$ cat config.mk
export PLATFORM = sky130hd
export DESIGN_NAME = vregfile_wbarb_flat
export DESIGN_NICKNAME = d
export VERILOG_FILES = /design/src/rtl/vregfile_pkg.sv /design/src/rtl/vregfile_wbarb_if.sv /design/src/rtl/vregfile_wbarb_rrpick.sv /design/src/rtl/vregfile_wbarb.sv /design/src/flat_wrapper.sv
export SDC_FILE = /design/constraint.sdc
export NUM_CORES = 1
export LEC_CHECK = 0
export CORE_MARGIN = 10
export CORE_UTILIZATION = 37
export CTS_CLUSTER_SIZE = 16
export DETAILED_ROUTE_END_ITERATION = 12
export GPL_ROUTABILITY_DRIVEN = 0
export PLACE_DENSITY = 0.81
export SYNTH_ARGS = -nofsm -noshare
export SYNTH_HDL_FRONTEND = slang
export SYNTH_HIERARCHICAL = 1
export SYNTH_SLANG_ARGS = --single-unit
$ cat constraint.sdc
create_clock -name clk -period 2.05 [get_ports clk]
set_input_delay 0.205 -clock clk [delete_from_list [all_inputs] [get_ports clk]]
set_output_delay 0.205 -clock clk [all_outputs]
set_load 0.1 [all_outputs]
$ cat src/rtl/vregfile_pkg.sv
// vregfile_pkg: default geometry and the arbiter FSM state type.
package vregfile_pkg;
  localparam int DEF_NUMBANKS = 1;
  localparam int DEF_LOG2NUMREGSPERBANK = 5;
  localparam int DEF_WIDTH = 32;
  typedef enum logic [1:0] {IDLE, OWN0, OWN1} state_t;
endpackage

$ cat src/rtl/vregfile_wbarb_if.sv
// vregfile_wbarb_if: two writeback requesters plus the register-file write port.
interface vregfile_wbarb_if import vregfile_pkg::*; #(
  parameter int NUMBANKS = DEF_NUMBANKS,
  parameter int LOG2NUMREGSPERBANK = DEF_LOG2NUMREGSPERBANK,
  parameter int WIDTH = DEF_WIDTH
);
  localparam int RW = NUMBANKS*LOG2NUMREGSPERBANK;
  localparam int DW = NUMBANKS*WIDTH;
  localparam int BW = NUMBANKS*WIDTH/8;
  logic r0_valid, r0_ready, r0_last, r1_valid, r1_ready, r1_last;
  logic [RW-1:0] r0_reg, r1_reg, c_reg;
  logic [DW-1:0] r0_data, r1_data, c_writedatain;
  logic [BW-1:0] r0_byteen, r1_byteen, c_byteen;
  logic [NUMBANKS-1:0] r0_bankmask, r1_bankmask, c_we;
  logic busy;
  modport slave(
    input r0_valid, r0_last, r0_reg, r0_data, r0_byteen, r0_bankmask,
    input r1_valid, r1_last, r1_reg, r1_data, r1_byteen, r1_bankmask,
    output r0_ready, r1_ready, c_reg, c_writedatain, c_byteen, c_we, busy
  );
  modport master(
    output r0_valid, r0_last, r0_reg, r0_data, r0_byteen, r0_bankmask,
    output r1_valid, r1_last, r1_reg, r1_data, r1_byteen, r1_bankmask,
    input r0_ready, r1_ready, c_reg, c_writedatain, c_byteen, c_we, busy
  );
endinterface

$ cat src/rtl/vregfile_wbarb_rrpick.sv
// vregfile_wbarb_rrpick: combinational grant pick; VREGFILE_WBARB_MERGE_EN adds
// dual grant for disjoint single-beat writes.
module vregfile_wbarb_rrpick import vregfile_pkg::*; (
  input state_t state,
  input logic rr,
  input logic [1:0] valid,
`ifdef VREGFILE_WBARB_MERGE_EN
  input logic [1:0] last,
  input logic disjoint,
`endif
  output logic [1:0] ready
);
  always_comb begin
    ready = state == OWN0 ? {1'b0, valid[0]} :
            state == OWN1 ? {valid[1], 1'b0} :
            &valid ? (rr ? 2'b10 : 2'b01) : valid;
`ifdef VREGFILE_WBARB_MERGE_EN
    if (state == IDLE && &valid && &last && disjoint) ready = 2'b11;
`endif
  end
endmodule

$ cat src/rtl/vregfile_wbarb.sv
// vregfile_wbarb: burst-aware round-robin writeback arbiter for a banked register file.
// Optional VREGFILE_WBARB_MERGE_EN merges disjoint-bank single beats into one write.
module vregfile_wbarb import vregfile_pkg::*; #(
  parameter int NUMBANKS = DEF_NUMBANKS,
  parameter int LOG2NUMREGSPERBANK = DEF_LOG2NUMREGSPERBANK,
  parameter int WIDTH = DEF_WIDTH
) (
  input logic clk,
  input logic reset,
  vregfile_wbarb_if.slave bus
);
  localparam int LR = LOG2NUMREGSPERBANK;
  localparam int BB = WIDTH/8;
  state_t state;
  logic rr, merged;
  logic [1:0] ready;
  logic [NUMBANKS*LR-1:0] nxt_reg;
  logic [NUMBANKS*WIDTH-1:0] nxt_data;
  logic [NUMBANKS*BB-1:0] nxt_byteen;
  vregfile_wbarb_rrpick pick (
    .state(state),
    .rr(rr),
    .valid({bus.r1_valid, bus.r0_valid}),
`ifdef VREGFILE_WBARB_MERGE_EN
    .last({bus.r1_last, bus.r0_last}),
    .disjoint(~|(bus.r0_bankmask & bus.r1_bankmask)),
`endif
    .ready(ready)
  );
  assign bus.r0_ready = ready[0];
  assign bus.r1_ready = ready[1];
  assign bus.busy = state != IDLE;
`ifdef VREGFILE_WBARB_MERGE_EN
  assign merged = &ready;
  // banks claimed by r1 come from r1; everything else follows r0
  always_comb begin
    nxt_reg = '0;
    nxt_data = '0;
    nxt_byteen = '0;
    for (int b = 0; b < NUMBANKS; b++) begin
      logic sel;
      sel = ready[1] & (~ready[0] | bus.r1_bankmask[b]);
      nxt_reg[b*LR +: LR] = sel ? bus.r1_reg[b*LR +: LR] : bus.r0_reg[b*LR +: LR];
      nxt_data[b*WIDTH +: WIDTH] = sel ? bus.r1_data[b*WIDTH +: WIDTH] : bus.r0_data[b*WIDTH +: WIDTH];
      nxt_byteen[b*BB +: BB] = sel ? bus.r1_byteen[b*BB +: BB] : bus.r0_byteen[b*BB +: BB];
    end
  end
`else
  assign merged = 1'b0;
  assign nxt_reg = ready[1] ? bus.r1_reg : bus.r0_reg;
  assign nxt_data = ready[1] ? bus.r1_data : bus.r0_data;
  assign nxt_byteen = ready[1] ? bus.r1_byteen : bus.r0_byteen;
`endif
  always_ff @(posedge clk or posedge reset) begin
    if (reset) begin
      state <= IDLE;
      rr <= 1'b0;
      bus.c_we <= '0;
      bus.c_reg <= '0;
      bus.c_writedatain <= '0;
      bus.c_byteen <= '0;
    end else begin
      bus.c_we <= (ready[0] ? bus.r0_bankmask : '0) | (ready[1] ? bus.r1_bankmask : '0);
      if (|ready) begin
        bus.c_reg <= nxt_reg;
        bus.c_writedatain <= nxt_data;
        bus.c_byteen <= nxt_byteen;
      end
      if (ready[0] && !merged) begin
        state <= bus.r0_last ? IDLE : OWN0;
        if (bus.r0_last) rr <= 1'b1;
      end else if (ready[1] && !merged) begin
        state <= bus.r1_last ? IDLE : OWN1;
        if (bus.r1_last) rr <= 1'b0;
      end
    end
  end
endmodule

$ cat src/flat_wrapper.sv
// flat-port wrapper written by rule: the top's interface ports become plain ports
module vregfile_wbarb_flat import vregfile_pkg::*;
#(
  parameter int NUMBANKS = DEF_NUMBANKS,
  parameter int LOG2NUMREGSPERBANK = DEF_LOG2NUMREGSPERBANK,
  parameter int WIDTH = DEF_WIDTH
)
  (clk, reset, bus_r0_valid, bus_r0_last, bus_r0_reg, bus_r0_data, bus_r0_byteen, bus_r0_bankmask, bus_r1_valid, bus_r1_last, bus_r1_reg, bus_r1_data, bus_r1_byteen, bus_r1_bankmask, bus_r0_ready, bus_r1_ready, bus_c_reg, bus_c_writedatain, bus_c_byteen, bus_c_we, bus_busy);
  vregfile_wbarb_if #(.NUMBANKS(NUMBANKS), .LOG2NUMREGSPERBANK(LOG2NUMREGSPERBANK), .WIDTH(WIDTH)) bus_i ();
  input logic clk;
  input logic reset;
  input wire logic [$bits(bus_i.r0_valid)-1:0] bus_r0_valid;
  input wire logic [$bits(bus_i.r0_last)-1:0] bus_r0_last;
  input wire logic [$bits(bus_i.r0_reg)-1:0] bus_r0_reg;
  input wire logic [$bits(bus_i.r0_data)-1:0] bus_r0_data;
  input wire logic [$bits(bus_i.r0_byteen)-1:0] bus_r0_byteen;
  input wire logic [$bits(bus_i.r0_bankmask)-1:0] bus_r0_bankmask;
  input wire logic [$bits(bus_i.r1_valid)-1:0] bus_r1_valid;
  input wire logic [$bits(bus_i.r1_last)-1:0] bus_r1_last;
  input wire logic [$bits(bus_i.r1_reg)-1:0] bus_r1_reg;
  input wire logic [$bits(bus_i.r1_data)-1:0] bus_r1_data;
  input wire logic [$bits(bus_i.r1_byteen)-1:0] bus_r1_byteen;
  input wire logic [$bits(bus_i.r1_bankmask)-1:0] bus_r1_bankmask;
  output wire logic [$bits(bus_i.r0_ready)-1:0] bus_r0_ready;
  output wire logic [$bits(bus_i.r1_ready)-1:0] bus_r1_ready;
  output wire logic [$bits(bus_i.c_reg)-1:0] bus_c_reg;
  output wire logic [$bits(bus_i.c_writedatain)-1:0] bus_c_writedatain;
  output wire logic [$bits(bus_i.c_byteen)-1:0] bus_c_byteen;
  output wire logic [$bits(bus_i.c_we)-1:0] bus_c_we;
  output wire logic [$bits(bus_i.busy)-1:0] bus_busy;
  assign bus_i.r0_valid = bus_r0_valid;
  assign bus_i.r0_last = bus_r0_last;
  assign bus_i.r0_reg = bus_r0_reg;
  assign bus_i.r0_data = bus_r0_data;
  assign bus_i.r0_byteen = bus_r0_byteen;
  assign bus_i.r0_bankmask = bus_r0_bankmask;
  assign bus_i.r1_valid = bus_r1_valid;
  assign bus_i.r1_last = bus_r1_last;
  assign bus_i.r1_reg = bus_r1_reg;
  assign bus_i.r1_data = bus_r1_data;
  assign bus_i.r1_byteen = bus_r1_byteen;
  assign bus_i.r1_bankmask = bus_r1_bankmask;
  assign bus_r0_ready = bus_i.r0_ready;
  assign bus_r1_ready = bus_i.r1_ready;
  assign bus_c_reg = bus_i.c_reg;
  assign bus_c_writedatain = bus_i.c_writedatain;
  assign bus_c_byteen = bus_i.c_byteen;
  assign bus_c_we = bus_i.c_we;
  assign bus_busy = bus_i.busy;
  vregfile_wbarb #(.NUMBANKS(NUMBANKS), .LOG2NUMREGSPERBANK(LOG2NUMREGSPERBANK), .WIDTH(WIDTH)) u_core (.clk(clk), .reset(reset), .bus(bus_i));
endmodule
# Word level (Yosys, flattened, before mapping)
# Index checks and enable logic that the tools add are counted.
# totals
output_inout_bits	45
inputBits	90
ff_bits	45
word_cells	33
# op_classes
n_reduce_logical	6
bitwise_logic	1
mux	17
n_eq_ne	3
# ops
operator	count
$mux W32	1
$mux W2	7
$mux W1	7
$reduce_bool A2 Y1	3
$mux W5	1
$mux W4	1
$reduce_and A3 Y1	1
$eq A2 B1 Y1 const B	1
$eq A2 B2 Y1 const B	1
$ne A2 B2 Y1 const B	1
$reduce_and A2 Y1	1
$reduce_or A2 Y1	1
$or A1 B1 Y1	1

# Depth between registers and ports, before layout
# depth
word_depth	6
mapped_depth	7
ltp_nobuf	5

# Cells and area by module
# Netlist, hierarchy kept.
# by_module_without_submodules
module	cells_per_inst	area_per_inst_um2	n_inst
vregfile_wbarb	192	2100.8	1
vregfile_wbarb_rrpick	7	51.3	1

# Worst setup path after synthesis
# No wires, ideal clock.
# synth_path
path_type	register to register
from	register u_core.rr
to	register u_core.bus.c_byteen[0]
n_path_buf	2
path_stages_with_launch	8
required_time_ns	1.972
arrival_time_ns	2.213
setup_slack_ns	-0.240
setup_ns	0.078
period_less_slack_ns	2.290
cell_sequence	dfrtp_1 nor2b_1 maj3_2 nor2b_2 buf_4 buf_2 nand2_1 o21ai_1
# synth_via
elab_chain_cells	5
word_cells_on_any_way	6
# synth_lines
element	line	rtl
start: declaration	vregfile_wbarb.sv:15	logic rr, merged;
start signal: assignment	vregfile_wbarb.sv:57	rr <= 1'b0;
start signal: assignment	vregfile_wbarb.sv:71	if (bus.r0_last) rr <= 1'b1;
start signal: assignment	vregfile_wbarb.sv:74	if (bus.r1_last) rr <= 1'b0;
$mux W2 (*) (2 in series)	vregfile_wbarb_rrpick.sv:16	&valid ? (rr ? 2'b10 : 2'b01) : valid;
$mux W2 (*)	vregfile_wbarb_rrpick.sv:15	state == OWN1 ? {valid[1], 1'b0} :
$mux W2 (*)	vregfile_wbarb_rrpick.sv:14	ready = state == OWN0 ? {1'b0, valid[0]} :
via bus_r1_ready	flat_wrapper.sv:25	output wire logic [$bits(bus_i.r1_ready)-1:0] bus_r1_ready;
$mux W4 / $reduce_or A2 Y1 (equally long branches)	vregfile_wbarb.sv:52, vregfile_wbarb.sv:64	
end signal: assignment	vregfile_wbarb.sv:67	bus.c_byteen <= nxt_byteen;
end: declaration	vregfile_wbarb_if.sv:19	output r0_ready, r1_ready, c_reg, c_writedatain, c_byteen, c_we, busy
# Mark *: on every way through the listed nets, which the timed path passes. The rest lies on a longest branch.
# A chain may end at the register's enable or synchronous reset.

# Final worst setup path
# layout_path
from	register u_core.rr
to	output bus_r0_ready
# layout_via
elab_chain_cells	4
# layout_lines
element	line	rtl
$mux W2 (2 in series)	vregfile_wbarb_rrpick.sv:16	
$mux W2	vregfile_wbarb_rrpick.sv:15	
$mux W2	vregfile_wbarb_rrpick.sv:14	
end: declaration	flat_wrapper.sv:24	output wire logic [$bits(bus_i.r0_ready)-1:0] bus_r0_ready;
# No other way between the ends.

==> flow_results.org <==
** Setup path
- The worst setup path is launched from a flop.
- Data on the critical path is required at its endpoint by roughly 1.9 ns.
- Crit path top cell by count :: buf_12
- At the worst endpoint, the arrival time is roughly 1.7 ns.
- Longest individual stage delay on the worst path :: 0.38 ns
- Walking the worst path, the cells encountered are nand2_1 -> maj3_2 -> and2_2 -> buf_12 -> buf_12.
- In this run the worst path has a maximum fanout of 29.
- STA classifies the critical path endpoint as an output port.
- The slowest stage of the critical path belongs to the cell dfrtp_1.
- Measured in cells, the most critical reg-to-reg path has a length of 6.
- The critical path in this run is classified as reg -> out.

** Synthesis
- Counting flops with a built-in enable in the synthesized netlist gives 0.
- After synthesis, the share of flip-flops with an asynchronous set or reset is between 90% and 100%.
- Syn Inst Count :: around 200
- In the post-synthesis netlist, the cell with the most instances is dfrtp_1.
- Cell Area, Synth :: about 2200 µm²
- Post-synth top area share :: 52.3%
- Area leader, netlist :: dfrtp_1
- By count the netlist is led by dfrtp_1, mux2i_1, nand2_1.
- Mean instance size in the synthesized netlist :: 10.8 µm²
- Leading cell types by total area after synthesis :: dfrtp_1, mux2i_1, o21ai_1, nand2_1, buf_12
- Sequential element share of the synthesized area :: 52.3%
- Flip-flop and latch count after synthesis :: 45
- In the synthesized netlist the dominant register cell turns out to be dfrtp_1.
- Counting every net in the synthesized netlist gives between 200 and 300.
- For this run, the number of Yosys warnings is 6.
- Distinct cells, synth :: 21

** STA
- After layout, the worst path uses about nine tenths of the clock period.
- Hold Fails Final Rpt :: 0
- Setup violations remaining at the end of the flow were counted as 0.
- The count of pins over their slew limit is 0.
- Setup repair after global routing left no endpoint under its margin.
- Worst-case clock skew :: about 0.005 ns
- Static timing analysis puts the maximum clock frequency at approximately 530 MHz.
- Post-layout minimum cycle time :: roughly 1.9 ns
- Worst slew margin relative to its limit :: 69.0%
- Pin slew with the least headroom to its limit :: approximately 0.46 ns
- Summed over all failing endpoints, the final setup total negative slack is 0 ns.
- On the final layout, the worst hold slack is around 0.25 ns.

** Die
- Initial standard-cell utilization of the core :: 38.6%
- I/O pin count :: about 140
- Total Die Area :: 9270 µm²
- Measured along the y axis, the die boundary spans 96.3 µm.
- Die W :: ~96 µm
- Total number of placement rows :: 27
- Core region area :: between 5000 and 6000 µm²

** Clock tree
- Number of buffers created by CTS :: 5
- TritonCTS built the clock tree.
- Total setup buffers inserted after CTS :: 0
- Clock tree root driver cell :: clkbuf_8
- Buffers inserted to repair hold after CTS numbered 0.
- The clock tree synthesis step divided the H-tree into 2 levels.
- Clock-pin slew was measured on the worst setup and hold paths at about 0.080 ns.
- For this design, the sink count on the clock tree is 45.
- Max clock buf depth :: 2
- Clock Latency Late Sink :: 0.29 ns
- Gates resized during post-CTS repair numbered 0.

** Placement
- I/O Buffers :: between 100 and 150
- Detailed placement finished with a half-perimeter wire length of about 5.3 mm.
- Post-detailed-placement cell area :: around 3400 µm²

** Flow run
- Count of maximum capacitance violations :: 0

** Drt
- Number of DRC violations after detailed routing :: 0
- Dividing the detail-routed wire length by the instance count gives between 15 and 20 µm.
- Starting DRC count in detailed routing :: 36
- The count of nets left with antenna violations once routing finished came out at 0.
- For this block, the routed nets add up to 6.70 mm of wire.
- Overall via count from detail_route :: between 1500 and 2000
- Via density :: 4.65
- Number of iterations in the first detailed-routing pass :: 4

** Layout
- The area growth from synthesis to layout is 63.9%.
- # nets final :: roughly 420
- Number of flip-flops under the largest register name :: 32
- Once layout is done, the placed cells without fillers occupy between 3000 and 4000 µm².
- The filler cells instantiated in the layout total approximately 470.
- Cells with a size suffix above 1 make up a little under a fifth of the layout.
- Number of diodes :: 0

** Global route
- The initial antenna violation count is 0.
- For this run the aggregate overflow at the end of global routing stands at 0.
- Entering global routing, the biggest net connects slightly below 60 pins.
- Across every metal layer, demand over resource in global routing totals 14.0%.
- First-pass GRT wire length :: 10.1 mm
- Via count of the first global-routing pass :: about 1900

** Hold path
- In this run the worst hold path is classified as in -> async.

** Run status
- Status :: finished, final reports clean
[per-stage QoR]
| step | cells | util [%] | worst slack [ns] |
|---|---|---|---|
| 2_1_floorplan | 199 | - | 0.139 |
| 3_3_place_gp | 396 | 61.7 | 0.173 |
| 3_5_place_dp | 396 | 61.7 | 0.119 |
| 4_1_cts | 403 | 63.3 | 0.156 |
| 5_1_grt | 403 | 63.3 | 0.0824 |
| 6_report | 403 | 63.3 | 0.174 |
[metal layers]
layer / vias to the layer above / routed length, µm / track usage [%] / part of all wire (%)
li1: 938 / - / - / -
met1: 845 / 2670 / 16.9 / 40
met2: 86 / 3220 / 22.1 / 48
met3: 6 / 746 / 6.23 / 11
met4: 0 / 61 / 3.69 / 0.91
met5: - / 0 / 0 / 0
[critical path, delay by kind of cell (launching register included)]
family,cells,cell delay (ns)
DFF,1,0.38
buffers and inverters,2,0.37
and+or+nand+nor,2,0.31
adders and majority gates,1,0.31
[path summary, 6_finish.rpt]
path | start | endpoint | slack [ns]
max | u_core/rr$_DFFE_PP0P_ | bus_r0_ready | 0.17
min | reset | u_core/bus.c_writedatain[9]$_DFFE_PP0P_ | 0.25
min in group clk | bus_r1_data[1] | u_core/bus.c_writedatain[1]$_DFFE_PP0P_ | 0.45
max reg2reg | u_core/rr$_DFFE_PP0P_ | u_core/bus.c_writedatain[2]$_DFFE_PP0P_ | 0.43
max in group asynchronous | reset | u_core/bus.c_writedatain[12]$_DFFE_PP0P_ | 1.31
min reg2reg | u_core/bus.c_reg[4]$_DFFE_PP0P_ | u_core/bus.c_reg[4]$_DFFE_PP0P_ | 0.55
[cells by family after synthesis]
kind of cell	after synthesis	share of synthesized area (%)
AO/OA/AOI/OAI	45	10.9
flip-flops	45	52.3
buffers and inverters	16	6.69
adder cells (fa/ha/maj)	2	1.05
multiplexers	42	19.5
AND/OR/NAND/NOR	49	9.48
[cell type report]
| type | instances | area [µm²] | share of cell area (%) |
|---|---|---|---|
| well taps | 72 | 90.1 | 2.55 |
| clock buffers | 7 | 86.3 | 2.45 |
| repair buffers | 139 | 1330 | 37.7 |
| inverters | 2 | 7.51 | 0.213 |
| multi-input cells | 138 | 888 | 25.2 |
| flip-flops and latches | 45 | 1130 | 31.9 |
[layout by cell type, fill, tap and decap left out, drive strengths merged]
master / netlist / layout
a22o: 1 / 1
and2: 1 / 1
inv: 2 / 2
maj3: 2 / 2
o22a: 1 / 1
nor2b: 2 / 2
buf: 10 / 50
mux2i: 42 / 42
nand2b: 3 / 3
a21boi: 1 / 1
nand2: 42 / 42
clkdlybuf4s50: 0 / 89
or2: 1 / 1
clkbuf: 4 / 7
dfrtp: 45 / 45
a21oi: 1 / 1
o21ai: 41 / 41
Power is left out: the tool's default activity adds up to more than one toggle a clock period on the data nets, which glitch-free logic cannot reach.
